**src/rtl/conv_window_feeder.sv**
```systemverilog
// Builds 3x3 windows from a raster pixel stream and runs one handshake per window with the dot-product engine.
// Optional RELU_EN macro: clamp negative engine results to zero before they reach res_data.
module conv_window_feeder #(
    parameter int IMG_W = 8,
    parameter int IMG_H = 8,
    parameter int DW    = 8,
    parameter int RW    = 20
) (
    input  logic          clk,
    input  logic          rst_n,
    input  logic          coef_we,
    input  logic [3:0]    coef_addr,
    input  logic [DW-1:0] coef_data,
    input  logic          sof,
    input  logic          pix_valid,
    input  logic [DW-1:0] pix_data,
    output logic          pix_ready,
    output logic          initate,
    output logic [DW-1:0] img_bit_0,
    output logic [DW-1:0] img_bit_1,
    output logic [DW-1:0] img_bit_2,
    output logic [DW-1:0] img_bit_3,
    output logic [DW-1:0] img_bit_4,
    output logic [DW-1:0] img_bit_5,
    output logic [DW-1:0] img_bit_6,
    output logic [DW-1:0] img_bit_7,
    output logic [DW-1:0] img_bit_8,
    output logic [DW-1:0] filter_0,
    output logic [DW-1:0] filter_1,
    output logic [DW-1:0] filter_2,
    output logic [DW-1:0] filter_3,
    output logic [DW-1:0] filter_4,
    output logic [DW-1:0] filter_5,
    output logic [DW-1:0] filter_6,
    output logic [DW-1:0] filter_7,
    output logic [DW-1:0] filter_8,
    input  logic [RW-1:0] Result_out,
    input  logic          ready_dot,
    output logic          res_valid,
    output logic [RW-1:0] res_data,
    input  logic          res_ready
);
    localparam int CW  = $clog2(IMG_W);
    localparam int RBW = $clog2(IMG_H);

    typedef enum logic [1:0] {S_FILL, S_ISSUE, S_WAIT, S_EMIT} state_t;

    state_t          state_q, state_d;
    logic [RBW-1:0]  row_q, row_d;
    logic [CW-1:0]   col_q, col_d;
    logic [RW-1:0]   res_q, res_d;

    logic [DW-1:0]   lb0_mem [IMG_W];
    logic [DW-1:0]   lb1_mem [IMG_W];

    logic            pix_acc;
    logic            win_done;
    logic            coef_wr;
    logic [RBW-1:0]  eff_row;
    logic [CW-1:0]   eff_col;
    logic [DW-1:0]   col_in [3];

    assign pix_ready = rst_n && (state_q == S_FILL);
    assign initate   = rst_n && (state_q == S_ISSUE);
    assign res_valid = rst_n && (state_q == S_EMIT);
    assign res_data  = res_q;

    assign pix_acc  = pix_valid && pix_ready;
    // sof re-anchors the accepted pixel at (0,0) before any position-dependent decision
    assign eff_row  = sof ? '0 : row_q;
    assign eff_col  = sof ? '0 : col_q;
    assign win_done = pix_acc && (eff_row >= RBW'(2)) && (eff_col >= CW'(2));
    assign coef_wr  = coef_we && (state_q == S_FILL);

    // lb0 holds row r-2, lb1 holds row r-1; both are read at the incoming column
    assign col_in[0] = lb0_mem[eff_col];
    assign col_in[1] = lb1_mem[eff_col];
    assign col_in[2] = pix_data;

    always_ff @(posedge clk) begin
        if (pix_acc) begin
            lb0_mem[eff_col] <= lb1_mem[eff_col];
            lb1_mem[eff_col] <= pix_data;
        end
    end

    always_comb begin
        row_d = row_q;
        col_d = col_q;
        if (pix_acc) begin
            if (eff_col == CW'(IMG_W - 1)) begin
                col_d = '0;
                row_d = (eff_row == RBW'(IMG_H - 1)) ? '0 : eff_row + 1'b1;
            end else begin
                col_d = eff_col + 1'b1;
                row_d = eff_row;
            end
        end
    end

    always_comb begin
        state_d = state_q;
        res_d   = res_q;
        case (state_q)
            S_FILL:  if (win_done) state_d = S_ISSUE;
            S_ISSUE: state_d = S_WAIT;
            S_WAIT: begin
                if (ready_dot) begin
                    state_d = S_EMIT;
`ifdef RELU_EN
                    res_d = Result_out[RW-1] ? '0 : Result_out;
`else
                    res_d = Result_out;
`endif
                end
            end
            S_EMIT:  if (res_ready) state_d = S_FILL;
            default: state_d = S_FILL;
        endcase
    end

    always_ff @(posedge clk) begin
        if (!rst_n) begin
            state_q <= S_FILL;
            row_q   <= '0;
            col_q   <= '0;
            res_q   <= '0;
        end else begin
            state_q <= state_d;
            row_q   <= row_d;
            col_q   <= col_d;
            res_q   <= res_d;
        end
    end

    // Each window row is a 3-tap shift register; the newest column enters on the right
    for (genvar gi = 0; gi < 3; gi++) begin : g_win_row
        logic [DW-1:0] tap_q [3];
        always_ff @(posedge clk) begin
            if (!rst_n) begin
                tap_q[0] <= '0;
                tap_q[1] <= '0;
                tap_q[2] <= '0;
            end else if (pix_acc) begin
                tap_q[0] <= tap_q[1];
                tap_q[1] <= tap_q[2];
                tap_q[2] <= col_in[gi];
            end
        end
    end

    for (genvar gi = 0; gi < 9; gi++) begin : g_coef
        logic [DW-1:0] coef_q;
        always_ff @(posedge clk) begin
            if (!rst_n) begin
                coef_q <= '0;
            end else if (coef_wr && (coef_addr == 4'(gi))) begin
                coef_q <= coef_data;
            end
        end
    end

    assign img_bit_0 = g_win_row[0].tap_q[0];
    assign img_bit_1 = g_win_row[0].tap_q[1];
    assign img_bit_2 = g_win_row[0].tap_q[2];
    assign img_bit_3 = g_win_row[1].tap_q[0];
    assign img_bit_4 = g_win_row[1].tap_q[1];
    assign img_bit_5 = g_win_row[1].tap_q[2];
    assign img_bit_6 = g_win_row[2].tap_q[0];
    assign img_bit_7 = g_win_row[2].tap_q[1];
    assign img_bit_8 = g_win_row[2].tap_q[2];

    assign filter_0 = g_coef[0].coef_q;
    assign filter_1 = g_coef[1].coef_q;
    assign filter_2 = g_coef[2].coef_q;
    assign filter_3 = g_coef[3].coef_q;
    assign filter_4 = g_coef[4].coef_q;
    assign filter_5 = g_coef[5].coef_q;
    assign filter_6 = g_coef[6].coef_q;
    assign filter_7 = g_coef[7].coef_q;
    assign filter_8 = g_coef[8].coef_q;

endmodule

```
**config.mk**
```make
export PLATFORM = sky130hd
export DESIGN_NAME = conv_window_feeder
export DESIGN_NICKNAME = d
export VERILOG_FILES = /design/src/rtl/conv_window_feeder.sv
export SDC_FILE = /design/constraint.sdc
export NUM_CORES = 1
export LEC_CHECK = 0
export CORE_MARGIN = 2
export CORE_UTILIZATION = 45
export CTS_CLUSTER_DIAMETER = 30
export DETAILED_ROUTE_END_ITERATION = 10
export GPL_ROUTABILITY_DRIVEN = 1
export PLACE_DENSITY = 0.76
export SLEW_MARGIN = 10
export SYNTH_ARGS = -nofsm -noshare
export SYNTH_HDL_FRONTEND = slang
export SYNTH_SLANG_ARGS = --single-unit
```
**constraint.sdc**
```tcl
create_clock -name clk -period 8.1 [get_ports clk]
set_clock_uncertainty 0.2 [all_clocks]
set_input_delay 1.215 -clock clk [delete_from_list [all_inputs] [get_ports clk]]
set_output_delay 1.215 -clock clk [all_outputs]
set_load 0.05 [all_outputs]
```
==> impl_metrics.tcl <==
set metrics [dict create \
    min_path_type "reg -> reg" \
    synth_area_mm2 0.0119 \
    fmax_ghz 0.221 \
    nFillCells 1892 \
    ys_warn_count 0 \
    synth_area_leaders "edfxtp_1 (51%), dfxtp_1 (17%), mux2i_1 (10%)" \
    setup_viol 0 \
    hold_viol_final 0 \
    dp_hpwl_mm 17.6 \
    outcome "finished clean" \
    die_y_um 166 \
    yosys-top-cells-count "edfxtp_1 (200), mux2i_1 (120), dfxtp_1 (100)" \
    avgSynthCellArea_um2 13.7 \
    cap_violations 0 \
    p_total_mw 4.15 \
    drt_iter0_drc 652 \
    synth-compound-area-share_pct 5.97 \
    finish.utilization_pct 61.8 \
    p_leak_nw 5.91 \
    arrival_ns 3.10 \
    synth.most_common_cell "edfxtp_1" \
    cts_hold_buf 0 \
    gr-usage-all-layers_pct 19.4 \
    ir_drop_mv 0.177 \
    wl_mm 27.6 \
    worstSetupPathType "in -> out" \
    die_w_um 166 \
    finalCritPeriodShare_pct 55.8 \
    grt_pass1_wl_mm 42.5 \
    ios 214 \
    path_max_fanout 98 \
    yosys_most_used_dff "edfxtp_1" \
    root_buffer "clkbuf_16" \
    slew_viol_final 0 \
    synthMuxAreaShare_pct 10.1 \
    ys_seq_elements 300 \
    cpMaxStageDelayCell "clkdlybuf4s50_1" \
    htreeDepth 2 \
    nets 1145 \
    synth-seq-area-share_pct 67.5 \
    tns_ns 0 \
    synthXorXnorAreaFrac_pct 0 \
    area_growth_pct 35.3 \
    ys_types 50 \
    place.gp.congestion 0.800 \
    yosys.area_share.simple_pct 12.7 \
    die-area_mm2 0.0277 \
    synthesis.nets 921 \
    clock_latency_ns 0.56 \
    viasPerCell 5.15 \
    grt_start_max_net_pins 99 \
    synth_fa_ha_area_share_pct 1.06 \
    max_slew_margin_pct 13.5 \
    grt_pass1_vias 7625 \
    synth_top_family_by_area "simple AND/OR/NAND/NOR gates" \
    ys_async_sr_fraction_pct 0 \
    antenna_found_initial 2 \
    required_ns 6.68 \
    slowest_delay_ns 0.80 \
    synth_top_cell_by_area "edfxtp_1" \
    syn_inst 864 \
    rsz0062_at_grt "false" \
    vias 7555 \
    cts_buffer_depth 3 \
    worst_pin_slew_ns 1.29 \
    cts.sinks 300 \
    cts_tree "built" \
    cp-end-kind "primary output" \
    crit_chain "buf_2, buf_4, and2_1, clkdlybuf4s50_1" \
    rows 59 \
    startpoint_type "input pin" \
    core_mm2 0.0260 \
    drt-pass1-iter-count 5 \
    synth_edf_count 200 \
    gr-total-overflow 0 \
    ant_nets 0 \
    power_density_mw_per_mm2 258 \
    avgRoutedWirePerCell_um 18.8 \
    diodes 0 \
    drc 0 \
    postCtsSetupRepairBufs 0 \
    fin_crit_ns 4.52 \
    cts_buffers 53 \
    netlist.area_leader.share_pct 50.6 \
    start_util_pct 45.6 \
    ctsResizeCount 0 \
    port_buffers 213 \
    drive_above_1_share_pct 11.5 \
    path_clk_slew_ns 0.05 \
]
## worst paths after layout
kind / start / endpoint / slack (ns) / depth (start not counted)
worst min-delay path: res_data[10] / res_data[10] / 0.26 / 2
worst min register to register: res_data[10] / res_data[10] / 0.26 / 2
worst max-delay path: rst_n / pix_ready / 3.58 / 4
worst max register to register: state_q[0] / lb1_mem[3][4] / 4.53 / 5
## per-layer routing
layer	track usage [%]	wire length (um)	up-vias
li1	-	-	3573
met5	0	0	-
met4	8.17	966	0
met1	24.6	11400	3624
met3	4.27	1840	59
met2	32.4	13400	299
## flip-flops by register name (all words and copies together) (netlist names), 20 cells and up
signal / flops
lb0_mem: 64
lb1_mem: 64
g_win_row.tap_q: 72
res_data: 20
## kinds of logic (layout without fill, tap and decap cells)
group | after synthesis | count (layout)
AO/OA/AOI/OAI | 101 | 101
AND/OR/NAND/NOR | 266 | 266
buffers and inverters | 67 | 336
flip-flops | 300 | 300
adder cells (fa/ha/maj) | 10 | 10
multiplexers | 120 | 120
## layout make-up
| class | count | area (um2) | share of cell area [%] |
|---|---|---|---|
| Timing Repair Buffer | 226 | 2220 | 13.9 |
| Clock inverter | 46 | 445 | 2.78 |
| Multi-Input combinational cell | 497 | 3580 | 22.3 |
| Sequential cell | 300 | 8010 | 49.9 |
| Clock buffer | 54 | 1330 | 8.29 |
| Inverter | 10 | 37.5 | 0.234 |
| Tap cell | 335 | 419 | 2.61 |
## worst max-delay path, delay by kind of cell
kind	cells	cell delay [ns]
buffers and inverters	3	1.62
and+or+nand+nor	1	0.22
## power by group
group	total, mW	switching [mW]	internal (mW)
sequential	1.70	0.0181	1.68
combinational	0.328	0.215	0.113
clock	2.12	0.793	1.32
total	4.15	1.03	3.12
## through the flow
step                area (um2)  worst slack (ns)  instances  hold slack (ns)
global route             16000              3.43       1468            0.290
CTS                      16000              3.58       1468            0.265
finish                   16000              3.58       1468            0.264
detailed placement       14300              3.34       1368            0.257
global placement         14300              3.42       1368            0.249
floorplan                11900              4.08        864            0.247
## cells in the final DEF, fill, tap and decap left out, types with 3 or more instances in the layout
cell type	instances
clkdlybuf4s50_1	212
edfxtp_1	200
mux2i_1	120
dfxtp_1	99
nor2b_1	76
nand2_1	70
and2_1	68
clkbuf_16	53
a21boi_0	22
o22ai_1	14
buf_4	13
o21ai_0	12
nor2_1	12
ha_1	10
clkinv_4	10
o21ai_1	9
clkinvlp_4	9
inv_1	8
a21oi_1	7
a22o_1	7
a211o_1	7
a22oi_1	7
o31a_1	7
inv_6	7
clkinv_2	6
nand2b_1	5
nand3_1	5
clkinv_1	5
nor4_2	4
nand3b_1	3
nor3_2	3
nand3_2	3
bufinv_16	3
No activity file was read; power rests on OpenSTA's default activity.
==> edit 1: new RTL, config.mk and constraints unchanged <==
Add a define of `RELU_EN`.
--- a/src/rtl/conv_window_feeder.sv
+++ b/src/rtl/conv_window_feeder.sv
@@ -1,4 +1,6 @@
 // Builds 3x3 windows from a raster pixel stream and runs one handshake per window with the dot-product engine.
 // Optional RELU_EN macro: clamp negative engine results to zero before they reach res_data.
+`define RELU_EN
+
 module conv_window_feeder #(
     parameter int IMG_W = 8,
Behaviour: no difference found for any inputs over 4 cycles, from zero or initial values and one cycle with rst_n low; that may be too few to reach the edited logic, so the function may still have changed.
==> edit 1 against the original RTL <==
Sequential cell count down 1. Total power up 8.3%. Wire length up 1.8%. Worst setup slack better by 0.21 ns. Sequential power about the same. Cell area up 1.9%. Synthesized area up 0.34%. Critical path type unchanged. Largest power group unchanged.
==> edit 1: results (changes against the original RTL) <==
Outcome
  – Status: finished, final reports clean (unchanged)

Layout
  – Clock-cell share: 0.126 (was 0.111)
  – Design area: 0.0164 mm² (was 0.0160 mm²)
  – Bufs w/o clock: 224 (was 226)
  – Count of fill cells added during filler insertion: 1866 (was 1892)
  – Clock buffer cells: 65 (was 54)
  – Multi-input combinational cell count: 494 (was 497)

Detailed routing
  – Drt wl/cell: 19.1 µm (was 18.8 µm)
  – Total routed wirelength: 28100 µm (was 27600 µm)
  – First DRT Iteration DRCs: 654 (was 652)
  – Drt via density: 5.21 (was 5.15)
  – Routed met1 length: 12200 µm (was 11400 µm)
  – Met2 WL post-DR: 13500 µm (was 13400 µm)

Place
  – Detailed placement HPWL: 17700 µm (was 17600 µm)
  – Placed cell area: 0.0143 mm² (about the same)
  – Number of placed instances with taps included: 1362 (was 1368)
  – GPL Wtd Cong: 0.836 (was 0.800)

GRT
  – Met3 demand-to-capacity share in global routing: 0.0413 (was 0.0427)
  – Largest net degree at the start of global routing: 78 (was 99)
  – GRT Total Usage: 0.198 (was 0.194)
  – M2 GR Usage: 0.319 (was 0.324)
  – GR met1 Demand/Resource: 0.266 (was 0.246)

Hold path
  – End point of the worst hold path: row_q[1] (was res_data[10])
  – Instance count along the most critical hold path: 1 (was 2)
  – Worst Min Path Start: row_q[1] (was res_data[10])

Power and ir drop
  – Peak VDD IR: 201 µV (was 177 µV)
  – Clk pwr: 0.00246 W (was 0.00212 W)
  – Leakage Power: 6.04 nW (was 5.91 nW)
  – Int Power: 0.00345 W (was 0.00312 W)

Logic synthesis
  – Yosys cell types: 52 (was 50)
  – Most frequent cells after synthesis: 200 x sky130_fd_sc_hd__edfxtp_1, 120 x sky130_fd_sc_hd__mux2i_1, 99 x sky130_fd_sc_hd__dfxtp_1 (was 200 x sky130_fd_sc_hd__edfxtp_1, 120 x sky130_fd_sc_hd__mux2i_1, 100 x sky130_fd_sc_hd__dfxtp_1)

Setup path
  – WP data arrival: 2.90 ns (was 3.10 ns)
  – Crit-path max FO: 52 (was 98)

Clock tree
  – Number of CTS-inserted buffers: 59 (was 53)

STA
  – Post-route worst hold slack: 0.276 ns (was 0.264 ns)
edit 1: cell count changes in the layout (fill, tap and decap cells not counted), sizes merged, moves of 11 or more:
cell    unedited run  this run
a21oi              7        26
clkbuf            54        65
nor2b             76        96
nor3b              1        20
nand2             72        32
a21boi            22         2
edit 1: cells by family after synthesis:
group                    Yosys count  synth area share
flip-flops                       299             0.671
AND/OR/NAND/NOR                  263             0.135
multiplexers                     120             0.101
AO/OA/AOI/OAI                    100            0.0549
buffers and inverters             70            0.0268
adder cells (fa/ha/maj)           10            0.0105
other                              1          0.000315
edit 1: per-stage QoR:
step	total power (W)	worst slack, ns
after floorplan	0.00194	4.05
after global placement	0.00205	3.44
after global routing	0.00462	3.69
final	0.00449	3.79
after detailed placement	0.00206	3.30
after CTS	0.00452	3.79
edit 1: worst max-delay path, cell delays in order:
cell and delay, ns:
sky130_fd_sc_hd__buf_2 0.61, sky130_fd_sc_hd__and2_1 0.24, sky130_fd_sc_hd__clkdlybuf4s50_1 0.81
==> edit 2: new RTL, config.mk and constraints unchanged <==
Made on the original files. Make the reset (`rst_n`) asynchronous in 3 clocked blocks.
--- a/src/rtl/conv_window_feeder.sv
+++ b/src/rtl/conv_window_feeder.sv
@@ -120,5 +120,5 @@
     end
 
-    always_ff @(posedge clk) begin
+    always_ff @(posedge clk or negedge rst_n) begin
         if (!rst_n) begin
             state_q <= S_FILL;
@@ -137,5 +137,5 @@
     for (genvar gi = 0; gi < 3; gi++) begin : g_win_row
         logic [DW-1:0] tap_q [3];
-        always_ff @(posedge clk) begin
+        always_ff @(posedge clk or negedge rst_n) begin
             if (!rst_n) begin
                 tap_q[0] <= '0;
@@ -152,5 +152,5 @@
     for (genvar gi = 0; gi < 9; gi++) begin : g_coef
         logic [DW-1:0] coef_q;
-        always_ff @(posedge clk) begin
+        always_ff @(posedge clk or negedge rst_n) begin
             if (!rst_n) begin
                 coef_q <= '0;
Formal check against the unedited RTL: differs if rst_n is asserted again (counterexample within 4 cycles, from zero or initial values and one cycle with rst_n low); with rst_n held inactive, the same outputs for 4 cycles.
==> edit 2 against the original RTL <==
Cell count barely moved. Register-to-register slack got worse by 0.07 ns. Worst setup slack improved by 0.31 ns. Wire length rose by 5.7%. Via count rose by 5.2%. Sequential cell count did not move. Die area barely moved. Cell area rose by 0.89%. Global-route usage rose by 1.8 points. Synthesized area barely moved. Critical path type unchanged. Critical endpoint is now res_valid.
Power is not compared: it rests on default switching activity, and its combinational part moved more than twofold at a synthesized area within 25%.
==> edit 2: results (changes against the original RTL) <==
Logic synthesis
  – Async SR Flop Fraction: 0.573 (was 0)
  – Most frequent cells after synthesis: 187 x sky130_fd_sc_hd__nand2_1, 172 x sky130_fd_sc_hd__dfrtp_1, 128 x sky130_fd_sc_hd__edfxtp_1 (was 200 x sky130_fd_sc_hd__edfxtp_1, 120 x sky130_fd_sc_hd__mux2i_1, 100 x sky130_fd_sc_hd__dfxtp_1)
  – Fraction of the yosys area taken by sequential cells: 0.687 (was 0.675)
  – Ys Warns: 0 (unchanged)
  – Yosys cell types: 50 (unchanged)
  – Largest cells by area after synthesis: sky130_fd_sc_hd__dfrtp_1 36%, sky130_fd_sc_hd__edfxtp_1 32%, sky130_fd_sc_hd__mux2_2 9.9% (was sky130_fd_sc_hd__edfxtp_1 51%, sky130_fd_sc_hd__dfxtp_1 17%, sky130_fd_sc_hd__mux2i_1 10%)
  – Number of flops mapped to enable cells by yosys: 128 (was 200)
  – Number of nets in the synthesized netlist: 914 (was 921)

GRT
  – Number of antenna violations at the first check in global routing: 0 (was 2)
  – Via count of the first global-routing pass: 8192 (was 7625)
  – Global-route wire length before repair: 46800 µm (was 42500 µm)
  – Largest net degree at the start of global routing: 79 (was 99)
  – GRT Total Usage: 0.212 (was 0.194)

Detailed routing
  – Drt via density: 5.41 (was 5.15)
  – Total routed wirelength: 29200 µm (was 27600 µm)
  – 1st-pass router iterations: 9 (was 5)
  – First DRT Iteration DRCs: 733 (was 652)

Power and ir drop
  – Peak VDD IR: 335 µV
  – Int Power: 0.00456 W

Place
  – Count of buffers from port buffering: 213 (unchanged)
  – GPL Wtd Cong: 0.778 (was 0.800)
  – Detailed placement HPWL: 18800 µm (was 17600 µm)

Setup path
  – Cell depth of the worst flop-to-flop path: 5 (unchanged)
  – WP data arrival: 2.79 ns (was 3.10 ns)
  – Endpoint of the most critical register-to-register path: lb0_mem[3][0] (was lb1_mem[3][4])
  – Critical path launch point: rst_n (unchanged)
  – End point of the critical path: res_valid (was pix_ready)
  – Crit-path max FO: 75 (was 98)
  – Slack of the worst reg-to-reg path: 4.46 ns (was 4.53 ns)
  – Reg-to-reg startpoint: state_q[0] (unchanged)

Layout
  – Nets: 1149 (was 1145)
  – Count of fill cells added during filler insertion: 1935 (was 1892)
  – Layout cell share with drive strength beyond 1: 0.195 (was 0.115)

STA
  – Rel. slew slack: 0.260 (was 0.135)

Clock tree
  – Latest clock arrival within the worst-skew pair: 0.54 ns (was 0.56 ns)
  – Number of CTS-inserted buffers: 52 (was 53)

Outcome
  – Status: finished, final reports clean (unchanged)
-- edit 2: cell count changes after synthesis, moves of 9 or more --
cell / change
sky130_fd_sc_hd__a21boi_0: -22
sky130_fd_sc_hd__edfxtp_1: -72
sky130_fd_sc_hd__nor2b_1: -67
sky130_fd_sc_hd__o21ai_1: -9
sky130_fd_sc_hd__a21oi_1: +12
sky130_fd_sc_hd__nand2_1: +116
sky130_fd_sc_hd__mux2i_1: -91
sky130_fd_sc_hd__a221oi_1: +9
sky130_fd_sc_hd__mux2_2: +104
sky130_fd_sc_hd__dfrtp_1: +172
sky130_fd_sc_hd__and2_1: -63
sky130_fd_sc_hd__o21ai_0: +13
sky130_fd_sc_hd__dfxtp_1: -100
-- edit 2: cell families (layout without fill, tap and decap cells) --
logic type	count (synthesis)	after routing	synth area share
compound gates	102	102	0.0577
fa+ha+maj	10	10	0.0106
buf+inv	52	329	0.0187
flops	300	300	0.687
mux	135	135	0.126
simple gates	258	258	0.0998
-- edit 2: power groups by stage --
stage | combinational [W] | sequential, W | clock [W]
finish | 0.00298 | 0.00232 | 0.00228
global route | 0.00311 | 0.00238 | 0.00238
CTS | 0.00299 | 0.00233 | 0.00231
detailed placement | 0.00298 | 0.00234 | 0
global placement | 0.00294 | 0.00234 | 0
floorplan | 0.000718 | 0.00352 | 0
-- edit 2: layer usage --
layer,part of all wire,global-route usage
met3,0.085,0.0522
met5,0,0
met2,0.48,0.351
met1,0.41,0.283
met4,0.018,0.0551
-- edit 2: metrics by stage --
step / hold slack, ns / power, W / std cells / area, µm² / setup WS [ns]
6_report: 0.269 / 0.00758 / 1469 / 16200 / 3.89
5_1_grt: 0.301 / 0.00788 / 1469 / 16200 / 3.75
4_1_cts: 0.275 / 0.00763 / 1469 / 16200 / 3.85
3_5_place_dp: 0.261 / 0.00532 / 1373 / 14300 / 3.55
3_3_place_gp: 0.262 / 0.00528 / 1373 / 14300 / 3.61
2_1_floorplan: 0.278 / 0.00424 / 857 / 11900 / 4.14
-- edit 2: layout make-up --
type                       count  share of cell area
timing repair buffer         224               0.137
tap                          335              0.0259
inverter                       9             0.00209
clock inverter                35              0.0301
multi-input combinational    505               0.217
clock buffer                  61              0.0844
sequential                   300               0.503
-- edit 2: worst min path at each step --
stage | cells past startpoint | endpoint | startpoint | slack [ns]
2_1_floorplan | 2 | row_q[0] | row_q[0] | 0.28
3_5_place_dp | 2 | img_bit_6[3] | img_bit_6[3] | 0.26
3_3_place_gp | 2 | img_bit_3[6] | img_bit_3[6] | 0.26
4_1_cts | 2 | img_bit_3[5] | img_bit_3[5] | 0.27
5_1_grt | 2 | img_bit_3[2] | img_bit_3[2] | 0.30
6_report | 2 | img_bit_3[5] | img_bit_3[5] | 0.27
